$ cat config.mk
export PLATFORM = sky130hd
export DESIGN_NAME = store_arbiter
export DESIGN_NICKNAME = d
export VERILOG_FILES = /design/src/rtl/store_arbiter.sv
export SDC_FILE = /design/constraint.sdc
export NUM_CORES = 1
export LEC_CHECK = 0
export ABC_AREA = 1
export CORE_MARGIN = 5
export CORE_UTILIZATION = 44
export CTS_CLUSTER_DIAMETER = 60
export DETAILED_ROUTE_END_ITERATION = 10
export HOLD_SLACK_MARGIN = 0.08
export MAX_ROUTING_LAYER = met4
export PLACE_DENSITY = 0.87
export SLEW_MARGIN = 40
export SYNTH_ARGS = -nofsm -noshare
export SYNTH_HDL_FRONTEND = slang
export SYNTH_SLANG_ARGS = --single-unit
$ cat constraint.sdc
create_clock -name clk_i -period 3.25 [get_ports clk_i]
set_clock_uncertainty 0.15 [all_clocks]
set_input_delay 0.325 -clock clk_i [delete_from_list [all_inputs] [get_ports clk_i]]
set_output_delay 0.325 -clock clk_i [all_outputs]
set_load 0.005 [all_outputs]
$ cat src/rtl/store_arbiter.sv
// Arbitrates the memory controller store port between the direct store path and
// the store buffer drain. Direct stores have priority, bounded by a starvation streak.
module store_arbiter #(
    parameter int unsigned MAX_STU_STREAK = 4,
    parameter int unsigned ADDR_WIDTH     = 32,
    parameter int unsigned DATA_WIDTH     = 32
) (
    input  logic                  clk_i,
    input  logic                  rst_n_i,
    input  logic                  stu_request_i,
    input  logic [ADDR_WIDTH-1:0] stu_address_i,
    input  logic [DATA_WIDTH-1:0] stu_data_i,
    input  logic [1:0]            stu_width_i,
    output logic                  stu_done_o,
    input  logic                  buf_empty_i,
    input  logic [ADDR_WIDTH-1:0] buf_address_i,
    input  logic [DATA_WIDTH-1:0] buf_data_i,
    input  logic [1:0]            buf_width_i,
    output logic                  buf_pop_o,
    output logic                  mem_request_o,
    output logic [ADDR_WIDTH-1:0] mem_address_o,
    output logic [DATA_WIDTH-1:0] mem_data_o,
    output logic [1:0]            mem_width_o,
    input  logic                  mem_done_i,
    output logic                  idle_o
);

    localparam int unsigned STREAK_W = 4;
    localparam logic [STREAK_W-1:0] STREAK_MAX = STREAK_W'(MAX_STU_STREAK);

    typedef enum logic [1:0] {
        IDLE      = 2'd0,
        SERVE_STU = 2'd1,
        SERVE_BUF = 2'd2
    } state_e;

    state_e                state_q, state_d;
    logic [STREAK_W-1:0]   streak_q, streak_d;
    logic [ADDR_WIDTH-1:0] addr_q, addr_d;
    logic [DATA_WIDTH-1:0] data_q, data_d;
    logic [1:0]            width_q, width_d;
    logic                  force_buf;

    // State, streak and latched payload registers
    always_ff @(posedge clk_i or negedge rst_n_i) begin
        if (!rst_n_i) begin
            state_q  <= IDLE;
            streak_q <= '0;
            addr_q   <= '0;
            data_q   <= '0;
            width_q  <= '0;
        end else begin
            state_q  <= state_d;
            streak_q <= streak_d;
            addr_q   <= addr_d;
            data_q   <= data_d;
            width_q  <= width_d;
        end
    end

    // Grant decision, payload capture and handshake pulses
    always_comb begin
        state_d       = state_q;
        streak_d      = streak_q;
        addr_d        = addr_q;
        data_d        = data_q;
        width_d       = width_q;
        stu_done_o    = 1'b0;
        buf_pop_o     = 1'b0;
        mem_request_o = 1'b0;
        idle_o        = 1'b0;
        force_buf     = !buf_empty_i && (streak_q == STREAK_MAX);

        unique case (state_q)
            IDLE: begin
                idle_o = !stu_request_i && buf_empty_i;
                if (stu_request_i && !force_buf) begin
                    addr_d  = stu_address_i;
                    data_d  = stu_data_i;
                    width_d = stu_width_i;
                    state_d = SERVE_STU;
                    // Streak only counts grants that bypass a waiting buffer
                    if (buf_empty_i) begin
                        streak_d = '0;
                    end else if (streak_q != STREAK_MAX) begin
                        streak_d = streak_q + 1'b1;
                    end
                end else if (!buf_empty_i) begin
                    addr_d    = buf_address_i;
                    data_d    = buf_data_i;
                    width_d   = buf_width_i;
                    buf_pop_o = 1'b1;
                    streak_d  = '0;
                    state_d   = SERVE_BUF;
                end
            end
            SERVE_STU: begin
                mem_request_o = 1'b1;
                if (mem_done_i) begin
                    stu_done_o = 1'b1;
                    state_d    = IDLE;
                end
            end
            SERVE_BUF: begin
                mem_request_o = 1'b1;
                if (mem_done_i) begin
                    state_d = IDLE;
                end
            end
            default: state_d = IDLE;
        endcase

        // Combinational outputs stay low for the whole reset window
        if (!rst_n_i) begin
            stu_done_o    = 1'b0;
            buf_pop_o     = 1'b0;
            mem_request_o = 1'b0;
            idle_o        = 1'b0;
        end
    end

    assign mem_address_o = addr_q;
    assign mem_data_o    = data_q;
    assign mem_width_o   = width_q;

    a_pop_not_empty: assert property (@(posedge clk_i) disable iff (!rst_n_i)
        buf_pop_o |-> !buf_empty_i);
    a_stu_done_pulse: assert property (@(posedge clk_i) disable iff (!rst_n_i)
        stu_done_o |=> !stu_done_o);
    a_buf_pop_pulse: assert property (@(posedge clk_i) disable iff (!rst_n_i)
        buf_pop_o |=> !buf_pop_o);
    a_payload_stable: assert property (@(posedge clk_i) disable iff (!rst_n_i)
        mem_request_o && !mem_done_i |=> $stable(addr_q) && $stable(data_q) && $stable(width_q));

endmodule

# After elaboration in Yosys (flattened, before gate mapping)
# Cells that the tools add are included.
[totals]
regBits = 72
latch_bits = 0
mem_bits_rw = 0
rom_bits = 0
output_inout_bits = 70
memories = 0
[classes]
n_addsub = 1
mul = 0
div = 0
magnitude_cmp = 0
eq_ne = 8
n_shift = 0
muxes = 25
n_bitwise = 0
n_reduce_logical = 11
[op_table]
columns = ["op", "n"]
rows = [
  ["32-bit two-way mux", 4],
  ["4-bit two-way mux", 4],
  ["1-bit two-way mux", 11],
  ["2-bit two-way mux", 5],
  ["4-bit by 1-bit adder with 4-bit output (second input constant)", 1],
  ["4-bit by 3-bit equality test with 1-bit output (second input constant)", 1],
  ["2-bit by 1-bit inequality test with 1-bit output (second input constant)", 2],
  ["4-bit by 3-bit inequality test with 1-bit output (second input constant)", 1],
  ["2-bit case mux with 2 select lines", 1],
  ["2-bit AND reduction", 2],
  ["1-bit logical AND", 3],
  ["1-bit zero test", 3],
  ["3-bit by 2-bit inequality test with 1-bit output (second input constant)", 1],
  ["3-bit inequality test (second input constant)", 1],
  ["3-bit AND reduction", 1],
  ["2-bit by 1-bit equality test with 1-bit output (second input constant)", 1],
  ["2-bit equality test (second input constant)", 1],
  ["2-bit zero test", 1],
  ["2-bit OR reduction", 1],
]

# Depth between registers and ports, before layout
[logic_depth]
ltp_word = 7
depth_mapped = 11
mapped_depth_nobuf = 9

# Least setup slack after synthesis
# No wires, ideal clock.
[synth_timing]
path_type = "reg-to-output"
start = "register streak_q[0]"
end = "output buf_pop_o"
arrival_ps = 1206
slack_ps = 1569
stages_incl_launch_ff = 10
path_cell_list = "dfrtp_1 inv_1 ha_1 nand2_1 inv_1 nand2_2 nand2_2 buf_6 nand2_1 nor3_1"
[synth_between]
elab_chain_len = 7
[synth_rtl]
columns = ["element", "line_no", "text"]
rows = [
  ["from (decl)", "38", "logic [STREAK_W-1:0] streak_q, streak_d;"],
  ["from (signal assigned)", "54", "streak_q <= streak_d;"],
  ["4-bit by 3-bit equality test with 1-bit output", "72", "force_buf = !buf_empty_i && (streak_q == STREAK_MAX);"],
  ["1-bit logical AND", "72", ""],
  ["1-bit zero test", "77", "if (stu_request_i && !force_buf) begin"],
  ["1-bit logical AND", "77", ""],
  ["1-bit two-way mux", "77", ""],
  ["1-bit two-way mux", "74", "unique case (state_q)"],
  ["1-bit two-way mux", "114", "if (!rst_n_i) begin"],
  ["to (decl)", "19", "output logic buf_pop_o,"],
]
# No other way between the ends.

# Worst setup path after layout
# Same ends and word-level chain as after synthesis.

==> impl_metrics.ini <==
[hold_path]
hold_path_depth = 4
holdCritPathClass = in -> reg

[worst_setup_path]
crit_fanout = 5
cp-start-kind = register
worst-r2r-cell-count = 8
cp-end-kind = primary output
critPathSlowestCell = clkdlybuf4s50_1
critPathMaxStageDelay_ns = 0.55
cp.arrival_ns = 1.97
crit_chain = inv_1, ha_1, nand2_1, inv_1, nand2_2, nand2_2, nand2_1, nor3_1, clkdlybuf4s50_1
cp.required_ns = 2.77
path_class = reg -> out

[yosys]
post-synth-top-count-cell = nand2_1
syn-instance-count = 623
syn_area_per_cell_um2 = 6.674
synth_top_area_cell = dfrtp_1
synth_top_area_frac = 0.4333
async_flop_share = 1.000
synth-seq-area-share = 0.4333
netlist_area_um2 = 4158
synth-edff-count = 0
ys_seq_elements = 72
yosys_warnings = 0
netlist_top_cells_area = dfrtp_1 43%, nand2_1 19%, nand3_1 16%
ys_types = 21
synth_fp_nets = 764
synth_common_cells = 214 x nand2_1, 143 x inv_1, 135 x nand3_1, 72 x dfrtp_1, 17 x clkbuf_1
dominantRegCellSynth = dfrtp_1

[finish]
syn2layout_area_growth_pct = 56.30
multi_input_area_um2 = 1629
final_area_um2 = 6499
final_util = 0.7033
drive_gt1_frac = 0.03436
antenna_cells = 0
seqCellArea_um2 = 1802
fillCellCount = 749
final_nets = 951

[placed_design]
preCtsSetupSlack_ns = 0.8100
io_buffers = 206
hpwl_mm = 9.154
dpl_cell_area_um2 = 6235
gp_congestion = 0.8657

[grt]
grt_use_total = 0.2223
grt_pass1_wl_mm = 20.31
antenna_found_initial = 0
grt_overflow_total = 0
grt_pass1_vias = 4477
grt_start_max_net_pins = 73

[clock_network]
cts_tree = yes
cts.hold.buffers_added = 1
clock_path_buffers = 2
insertion_delay_ns = 0.32
ctsResizeCount = 0
clk_pin_slew_ns = 0.08
cts.sinks = 72
clock-root-buffer = clkbuf_8
cts_buffers = 9
postCtsSetupBuffers = 0
htreeDepth = 3

[run_status]
status = complete, no violations

[floorplan]
fp.coreArea_um2 = 9240
die_y_um = 107.2
ios = 207
die_area_um2 = 11490
fp-row-count = 35
start_util = 0.4500
die-width_um = 107.2

[sta]
fin_ws_ns = 0.8041
clock.fmax_ghz = 0.4089
relSlewSlack = 0.5167
maxSlewViolCount = 0
final.setup.tns_ns = 0
setup_viol = 0
period_needed_ns = 2.446
fin_crit_sh = 0.7526
tightestPinTransition_ns = 0.7249
rsz0062_at_grt = no
hold_violations = 0

[routing]
drc_errors = 0
wl_mm = 12.67
first_iter_violations = 186
viasPerCell = 4.743
dr_total_vias = 4477
postRouteAntennaNets = 0
wl_per_cell_um = 13.42
drtPass1Iterations = 4

[pwr]
powerDensity_nw_per_um2 = 721.7
p_leak_uw = 0.003520
worst_ir_drop_vdd_uv = 495.9

[job]
cap_violations = 0
-- flip-flops by register name (all words and copies together), names as in the netlist --
| signal | count |
|---|---|
| state_q | 2 |
| mem_data_o | 32 |
| mem_address_o | 32 |
| mem_width_o | 2 |
| streak_q | 4 |
-- stage by stage --
stage | total power, µW | hold WS (ns) | std cells
final | 4690 | 0.2329 | 944
after global routing | 5056 | 0.2454 | 944
after CTS | 4757 | 0.2176 | 944
after detailed placement | 3856 | 0.3150 | 927
after global placement | 3780 | 0.3116 | 927
after floorplan | 2530 | -0.1206 | 623
-- layout make-up --
class | count | share of cell area
sequential | 72 | 0.2772
clock inverter | 5 | 0.01579
inverter | 145 | 0.08414
multi-input combinational | 370 | 0.2507
timing repair buffer | 212 | 0.3240
tap | 129 | 0.02484
clock buffer | 11 | 0.02330
-- report_power, final --
group | total [µW] | leakage, µW | switching [µW] | internal (µW)
registers | 1600 | 0.000875 | 256 | 1340
clock network | 872 | 0.000126 | 321 | 551
logic | 2220 | 0.00252 | 1030 | 1190
-- cells by family after synthesis --
kind of cell | share of synthesized area
simple gates | 0.3677
buf+inv | 0.1748
fa+ha+maj | 0.01204
compound gates | 0.01204
flops | 0.4333
-- worst max-delay path, delay by kind of cell, from the launching register on --
kind,cells,cell delay (ns)
DFF,1,0.43
buffers and inverters,3,0.72
and+or+nand+nor,5,0.35
adders and majority gates,1,0.15
-- layout by cell type, fill, tap and decap left out --
| cell | n |
|---|---|
| clkdlybuf4s50_1 | 204 |
| o21ai_1 | 1 |
| nand2_2 | 2 |
| inv_2 | 1 |
| inv_4 | 1 |
| nor3b_1 | 1 |
| dlygate4sd3_1 | 1 |
| clkbuf_8 | 11 |
| inv_1 | 143 |
| nand2_1 | 214 |
| clkinv_2 | 1 |
| o21bai_1 | 1 |
| nand4_1 | 1 |
| buf_2 | 1 |
| ha_1 | 4 |
| buf_4 | 5 |
| nand3_1 | 135 |
| o22ai_1 | 1 |
| nor2_1 | 5 |
| dfrtp_1 | 72 |
| a21oi_4 | 1 |
| clkinvlp_4 | 1 |
| bufinv_16 | 3 |
| nor3_1 | 1 |
| buf_6 | 1 |
| o21ai_0 | 3 |
-- final timing paths --
path,from,endpoint,slack (ns)
max,streak_q[0],buf_pop_o,0.80
min,stu_request_i,state_q[1],0.23
max reg2reg,streak_q[0],streak_q[3],1.12
min reg2reg,mem_data_o[18],mem_data_o[18],0.33
max in group asynchronous,rst_n_i,mem_data_o[25],1.96
min in group asynchronous,rst_n_i,mem_data_o[20],0.53
-- metal layers --
layer	routed length, µm	share of wire	vias up	global-route usage
met2	6458	0.51	164	0.3816
met3	991	0.078	16	0.05238
li1	-	-	2220	-
met4	169	0.013	0	0.07032
met1	5047	0.40	2077	0.2575
met5	0	0	-	-
Note: power is estimated with default switching activity, not from simulation.
